### config.mk
export PLATFORM = sky130hd
export DESIGN_NAME = uart_frame_ctrl
export DESIGN_NICKNAME = d
export VERILOG_FILES = /design/src/rtl/uart_pkg.sv /design/src/rtl/frame_buf.sv /design/src/rtl/uart_frame_ctrl.sv
export SDC_FILE = /design/constraint.sdc
export NUM_CORES = 1
export LEC_CHECK = 0
export BUFFER_PORTS_ARGS = -buffer_cell sky130_fd_sc_hd__buf_2
export CAP_MARGIN = 15
export CORE_MARGIN = 4
export CORE_UTILIZATION = 50
export CTS_CLUSTER_DIAMETER = 200
export DETAILED_ROUTE_END_ITERATION = 8
export PLACE_DENSITY = 0.63
export SYNTH_ARGS = -nofsm -noshare
export SYNTH_HDL_FRONTEND = slang
export SYNTH_HIERARCHICAL = 1
export SYNTH_SLANG_ARGS = --single-unit
### constraint.sdc
create_clock -name clk -period 5.2 [get_ports clk]
set_input_delay 0.26 -clock clk [delete_from_list [all_inputs] [get_ports clk]]
set_output_delay 0.26 -clock clk [all_outputs]
set_load 0.1 [all_outputs]
### src/rtl/uart_pkg.sv
// Shared UART link definitions: frame controller states, protocol byte defaults, bit timing.
// Pure declarations; no logic and therefore no latency or backpressure of its own.
package uart_pkg;

    localparam int CLKS_PER_BIT = 10416;

    localparam logic [7:0] SYNC_BYTE_DEF = 8'hA5;
    localparam logic [7:0] ACK_BYTE_DEF  = 8'h5A;
    localparam logic [7:0] NAK_BYTE_DEF  = 8'hEE;

    typedef enum logic [3:0] {
        ST_IDLE,
        ST_RX_LEN,
        ST_RX_DATA,
        ST_RX_CHK,
        ST_TX_ACK,
        ST_TX_LEN,
        ST_TX_DATA,
        ST_TX_CHK,
        ST_TX_NAK,
        ST_WAIT_DONE
    } state_t;

endpackage

### src/rtl/frame_buf.sv
// Payload store: DEPTH x 8 registers, synchronous write, combinational read, no reset on storage.
// Read data follows raddr in the same cycle; a write is visible on the cycle after we.
module frame_buf #(
    parameter int DEPTH = 16,
    parameter int AW    = $clog2(DEPTH)
) (
    input  logic          clk,
    input  logic          we,
    input  logic [AW-1:0] waddr,
    input  logic [7:0]    wdata,
    input  logic [AW-1:0] raddr,
    output logic [7:0]    rdata
);

    logic [7:0] mem [DEPTH];

    always_ff @(posedge clk) begin
        if (we) begin
            mem[waddr] <= wdata;
        end
    end

    assign rdata = mem[raddr];

endmodule

### src/rtl/uart_frame_ctrl.sv
// Frames SYNC,LEN,PAYLOAD,CHK from the UART receiver, checks the XOR sum, echoes ACK+frame or NAK.
// Last RX byte to tx_start is 2 clk; one byte in flight to the transmitter, RX bytes during TX are dropped and counted.
module uart_frame_ctrl
    import uart_pkg::*;
#(
    parameter int         MAX_LEN      = 16,
    parameter int         TIMEOUT_CLKS = 208320,
    parameter logic [7:0] SYNC_BYTE    = SYNC_BYTE_DEF,
    parameter logic [7:0] ACK_BYTE     = ACK_BYTE_DEF,
    parameter logic [7:0] NAK_BYTE     = NAK_BYTE_DEF
) (
    input  logic       clk,
    input  logic       rst_n,
    input  logic       rx_dv,
    input  logic [7:0] rx_byte,
    output logic       tx_start,
    output logic [7:0] tx_byte,
    input  logic       tx_done,
    output logic       busy,
    output logic       frame_ok,
    output logic       frame_err,
    output logic [7:0] ovr_cnt
);

    localparam int LW = $clog2(MAX_LEN) + 1;
    localparam int AW = $clog2(MAX_LEN);
    localparam int TW = $clog2(TIMEOUT_CLKS);
    localparam logic [8:0]    MAX_LEN_W = 9'(MAX_LEN);
    localparam logic [TW-1:0] TMO_LAST  = TW'(TIMEOUT_CLKS - 1);

    state_t        state, state_nxt;
    state_t        last, last_nxt;
    logic [LW-1:0] len, len_nxt;
    logic [LW-1:0] idx, idx_nxt;
    logic [7:0]    chk, chk_nxt;
    logic [TW-1:0] tmo, tmo_nxt;
    logic [7:0]    ovr_nxt;
    logic          tx_start_nxt;
    logic [7:0]    tx_byte_nxt;
    logic          frame_ok_nxt;
    logic          frame_err_nxt;
    logic          buf_we;
    logic [7:0]    buf_rdata;
    logic          in_rx;
    logic          tmo_hit;

    frame_buf #(
        .DEPTH (MAX_LEN)
    ) u_frame_buf (
        .clk   (clk),
        .we    (buf_we),
        .waddr (idx[AW-1:0]),
        .wdata (rx_byte),
        .raddr (idx[AW-1:0]),
        .rdata (buf_rdata)
    );

    assign in_rx   = (state inside {ST_RX_LEN, ST_RX_DATA, ST_RX_CHK});
    assign tmo_hit = (tmo == TMO_LAST);

    always_ff @(posedge clk or negedge rst_n) begin
        if (!rst_n) begin
            state     <= ST_IDLE;
            last      <= ST_IDLE;
            len       <= '0;
            idx       <= '0;
            chk       <= '0;
            tmo       <= '0;
            ovr_cnt   <= '0;
            tx_start  <= 1'b0;
            tx_byte   <= '0;
            busy      <= 1'b0;
            frame_ok  <= 1'b0;
            frame_err <= 1'b0;
        end else begin
            state     <= state_nxt;
            last      <= last_nxt;
            len       <= len_nxt;
            idx       <= idx_nxt;
            chk       <= chk_nxt;
            tmo       <= tmo_nxt;
            ovr_cnt   <= ovr_nxt;
            tx_start  <= tx_start_nxt;
            tx_byte   <= tx_byte_nxt;
            busy      <= (state_nxt != ST_IDLE);
            frame_ok  <= frame_ok_nxt;
            frame_err <= frame_err_nxt;
        end
    end

    always_comb begin
        state_nxt     = state;
        last_nxt      = last;
        len_nxt       = len;
        idx_nxt       = idx;
        chk_nxt       = chk;
        tmo_nxt       = tmo;
        ovr_nxt       = ovr_cnt;
        tx_start_nxt  = 1'b0;
        tx_byte_nxt   = tx_byte;
        frame_ok_nxt  = 1'b0;
        frame_err_nxt = 1'b0;
        buf_we        = 1'b0;

        // The counter only runs while a frame is being received; an arriving byte restarts it.
        if (in_rx) begin
            tmo_nxt = rx_dv ? '0 : tmo + TW'(1);
        end

        if (rx_dv && !in_rx && state != ST_IDLE && ovr_cnt != 8'hFF) begin
            ovr_nxt = ovr_cnt + 8'd1;
        end

        case (state)
            ST_IDLE: begin
                if (rx_dv && rx_byte == SYNC_BYTE) begin
                    state_nxt = ST_RX_LEN;
                    tmo_nxt   = '0;
                end
            end
            ST_RX_LEN: begin
                if (rx_dv) begin
                    if (rx_byte == 8'd0 || {1'b0, rx_byte} > MAX_LEN_W) begin
                        frame_err_nxt = 1'b1;
                        state_nxt     = ST_TX_NAK;
                    end else begin
                        len_nxt   = LW'(rx_byte);
                        chk_nxt   = rx_byte;
                        idx_nxt   = '0;
                        state_nxt = ST_RX_DATA;
                    end
                end else if (tmo_hit) begin
                    frame_err_nxt = 1'b1;
                    state_nxt     = ST_TX_NAK;
                end
            end
            ST_RX_DATA: begin
                if (rx_dv) begin
                    buf_we  = 1'b1;
                    chk_nxt = chk ^ rx_byte;
                    idx_nxt = idx + LW'(1);
                    if (idx + LW'(1) == len) begin
                        state_nxt = ST_RX_CHK;
                    end
                end else if (tmo_hit) begin
                    frame_err_nxt = 1'b1;
                    state_nxt     = ST_TX_NAK;
                end
            end
            ST_RX_CHK: begin
                if (rx_dv) begin
                    if (rx_byte == chk) begin
                        state_nxt = ST_TX_ACK;
                    end else begin
                        frame_err_nxt = 1'b1;
                        state_nxt     = ST_TX_NAK;
                    end
                end else if (tmo_hit) begin
                    frame_err_nxt = 1'b1;
                    state_nxt     = ST_TX_NAK;
                end
            end
            ST_TX_ACK, ST_TX_LEN, ST_TX_DATA, ST_TX_CHK, ST_TX_NAK: begin
                tx_start_nxt = 1'b1;
                last_nxt     = state;
                state_nxt    = ST_WAIT_DONE;
                case (state)
                    ST_TX_ACK:  tx_byte_nxt = ACK_BYTE;
                    ST_TX_LEN:  tx_byte_nxt = 8'(len);
                    ST_TX_DATA: tx_byte_nxt = buf_rdata;
                    ST_TX_CHK:  tx_byte_nxt = chk;
                    default:    tx_byte_nxt = NAK_BYTE;
                endcase
            end
            ST_WAIT_DONE: begin
                // 'last' records which byte is on the wire, so one wait state serves the whole echo.
                if (tx_done) begin
                    case (last)
                        ST_TX_ACK: state_nxt = ST_TX_LEN;
                        ST_TX_LEN: begin
                            idx_nxt   = '0;
                            state_nxt = ST_TX_DATA;
                        end
                        ST_TX_DATA: begin
                            if (idx == len - LW'(1)) begin
                                state_nxt = ST_TX_CHK;
                            end else begin
                                idx_nxt   = idx + LW'(1);
                                state_nxt = ST_TX_DATA;
                            end
                        end
                        ST_TX_CHK: begin
                            frame_ok_nxt = 1'b1;
                            state_nxt    = ST_IDLE;
                        end
                        default: state_nxt = ST_IDLE;
                    endcase
                end
            end
            default: state_nxt = ST_IDLE;
        endcase
    end

endmodule

==> results.cfg <==
[yosys]
ys_async_sr_fraction = 0.333
synth_top_area_frac = 0.450
synthTopCellsByArea = edfxtp_1, dfrtp_1, mux4_2
synth_sequential_area_ratio = 0.637
synth_nets = 608
synth-edff-count = 128
synth.distinct_cells = 68
synthFlopType = edfxtp_1
avgSynthCellArea_sq_um = 14.4
ys_ff_latch = 192
yosysWarnings = 6
synth_top_cell_by_area = edfxtp_1
syn_area_sq_mm = 0.00855
synthCells = 592

[routing]
drtIter0Drc = 376
drcViolationCount = 0
postRouteAntennaNets = 0
topRoutingLayerUsed = met4
wl_met3_um = 864
first_pass_iters = 5
via_per_inst = 5.96
wirelength_um = 17600
met1_length_um = 7950
dr_total_vias = 5104
wl_met2_um = 8420
wl_per_cell_um = 20.6

[sta]
finalSetupTns_ps = 0
slew_viol_final = 0
setup_violations = 0
rsz0062_at_grt = no
skew_ps = 6.74
hold_viol = 10
fin_crit_ps = 3290
max_slew.worst_pin.slew_ps = 1130
slew-limit-headroom = 0.241
max_clock_freq_ghz = 0.304
whs_ps = -29.8
period_share = 0.632

[grt]
track_usage = 0.188
overflow = 0
antenna_found_initial = 0
grt_max_degree = 65
grt_pass1_vias = 4964
grt_pass1_wl_um = 28100

[setup_path]
critical_path_class = reg -> reg
worst_setup_path_start_kind = flip-flop
worstPathArrival_ps = 3340
crit_required_ps = 5250
worstSetupEndpointType = flip-flop
critPathMaxFanout = 21

[layout]
stdcell_count = 856
stdcell_area_sq_mm = 0.00946
seq_area_sq_mm = 0.00545
num_antenna_cells = 0
area_growth_pct = 10.6
final_nets = 639
drive_gt1_frac = 0.171
multi_input_area_sq_mm = 0.00288
fillCellCount = 1333

[place]
place.gp.congestion = 0.865
hpwl_um = 11500
placed_cells = 822
portBuffers = 31
placed_area_sq_mm = 0.00882

[floorplanning]
die_y_um = 139
fp.dieW_um = 139
row_count = 47
start_util = 0.514
io_pins = 32
core_sq_mm = 0.0166
dieArea_sq_mm = 0.0193

[cts]
post-cts-setup-buffers = 0
cts_buffer_depth = 2
hold_buffers = 0
cts_sinks = 192
postCtsResizedCells = 0
cts.clk_slew.worst_paths_ps = 70
insertion_delay_ps = 430
cts_made_buffers = 17
cts_root_buffer = clkbuf_16
cts_tree = built
h-tree-depth = 4

[pwr]
leakagePower_uw = 0.00339
cellPowerDensity_mw_per_mm2 = 415
irDropWorstVdd_uv = 243
p_total_uw = 3930

[outcome]
outcome = finished, violations left
violations = hold timing

[worst_hold_path]
hold_class = in -> async

[run]
maxCapViolCount = 0
==> per-layer routing <==
metal | up-vias | track usage
met4 | 0 | 0.0608
met2 | 134 | 0.286
li1 | 2327 | -
met1 | 2615 | 0.272
met3 | 28 | 0.0452
met5 | - | 0
==> sequential cells by signal, summed over array words and instances (netlist names) <==
signal	cells
last	4
frame_err	1
chk	8
len	5
idx	5
frame_ok	1
state	4
ovr_cnt	8
tx_byte	8
u_frame_buf/mem	128
tx_start	1
busy	1
tmo	18
==> critical path: stages (launching register included) <==
cell and delay, ps:
dfrtp_1 740, nor2b_1 280, nand3_1 210, clkinv_1 310
or3b_2 520, nor3_1 830
==> per-stage QoR <==
stage | worst slack, ps | util
after global placement | 2080 | 0.530
final | 1910 | 0.568
after global routing | 1740 | 0.568
after floorplan | 2630 | -
after CTS | 1940 | 0.568
after detailed placement | 1950 | 0.530
==> synthesized netlist by cell type (2+ instances only) <==
library cell     count
o21ai_0             12
buf_2                6
dfrtp_1             64
nand4_1              8
xor2_1              17
nand2_1             43
nand4bb_1            2
nor4b_1              4
or2_1                2
xnor2_1             25
inv_1                9
and3_1               5
nand2b_1             6
a21oi_1             18
a221oi_1             2
nor4_1               3
clkbuf_1             4
o41ai_1              2
nor3_1              11
a22oi_1             17
mux4_2              18
ha_1                 4
nor3b_1              2
edfxtp_1           128
mux4_1              14
mux2_4               2
nand4b_1             2
buf_6                6
nor2b_1              7
mux2_2               6
mux2i_1              4
nor2_1              65
nand3_1             19
o22ai_1              2
o211ai_2             2
clkdlybuf4s25_2      3
o31ai_1              2
o211ai_1             4
nor4_2               2
nand3b_1             3
a311oi_1             9
buf_4                2
==> report_power, final <==
part	total, uW	switching [uW]	internal [uW]
sequential	1830	125	1710
combinational	740	515	225
clock	1360	587	772
total	3930	1230	2700
==> placed cells by master (no fill, tap or decap), drive strengths merged, types with 2 or more instances in the layout <==
| cell | synthesis | routed |
|---|---|---|
| a21oi | 18 | 18 |
| a221oi | 2 | 2 |
| a22oi | 17 | 17 |
| a311oi | 9 | 9 |
| and3 | 5 | 5 |
| buf | 16 | 35 |
| bufinv | 0 | 3 |
| clkbuf | 5 | 18 |
| clkinv | 1 | 4 |
| clkinvlp | 0 | 2 |
| dfrtp | 64 | 64 |
| edfxtp | 128 | 128 |
| ha | 4 | 4 |
| inv | 10 | 17 |
| mux2 | 8 | 8 |
| mux2i | 4 | 4 |
| mux4 | 32 | 32 |
| nand2 | 45 | 45 |
| nand2b | 6 | 6 |
| nand3 | 19 | 19 |
| nand3b | 3 | 3 |
| nand4 | 8 | 8 |
| nand4b | 2 | 2 |
| nand4bb | 2 | 2 |
| nor2 | 66 | 66 |
| nor2b | 7 | 7 |
| nor3 | 11 | 11 |
| nor3b | 2 | 2 |
| nor4 | 6 | 6 |
| nor4b | 4 | 4 |
| o211ai | 6 | 6 |
| o21ai | 12 | 12 |
| o22ai | 2 | 2 |
| o31ai | 2 | 2 |
| o41ai | 2 | 2 |
| or2 | 3 | 3 |
| or3 | 2 | 2 |
| xnor2 | 25 | 25 |
| xor2 | 17 | 17 |
==> path summary, 6_finish.rpt <==
check                           start                     to  slack (ps)  depth (start not counted)
max                          state[1]  u_frame_buf/mem[0][0]        1910                          5
min                             rst_n                 idx[1]         -30                          2
max reg2reg                  state[1]  u_frame_buf/mem[0][0]        1910                          5
min reg2reg                tx_byte[4]             tx_byte[4]         490                          2
max in group asynchronous       rst_n                 idx[0]        4600                          2
min in group clk              tx_done               frame_ok          90                          3
==> layout make-up <==
cell class,count,area share
Clock buffer,17,0.0450
Multi-Input combinational cell,365,0.305
Clock inverter,15,0.0208
Sequential cell,192,0.576
Tap cell,220,0.0291
Timing Repair Buffer,36,0.0201
Inverter,11,0.00437
==> cells by family after synthesis <==
group / count (synthesis) / share of synthesized area
buf+inv: 35 / 0.0260
simple gates: 198 / 0.120
mux: 44 / 0.107
compound gates: 77 / 0.0622
fa+ha+maj: 4 / 0.00585
xor+xnor: 42 / 0.0430
flops: 192 / 0.637
Power figures use the tool's default switching activity.
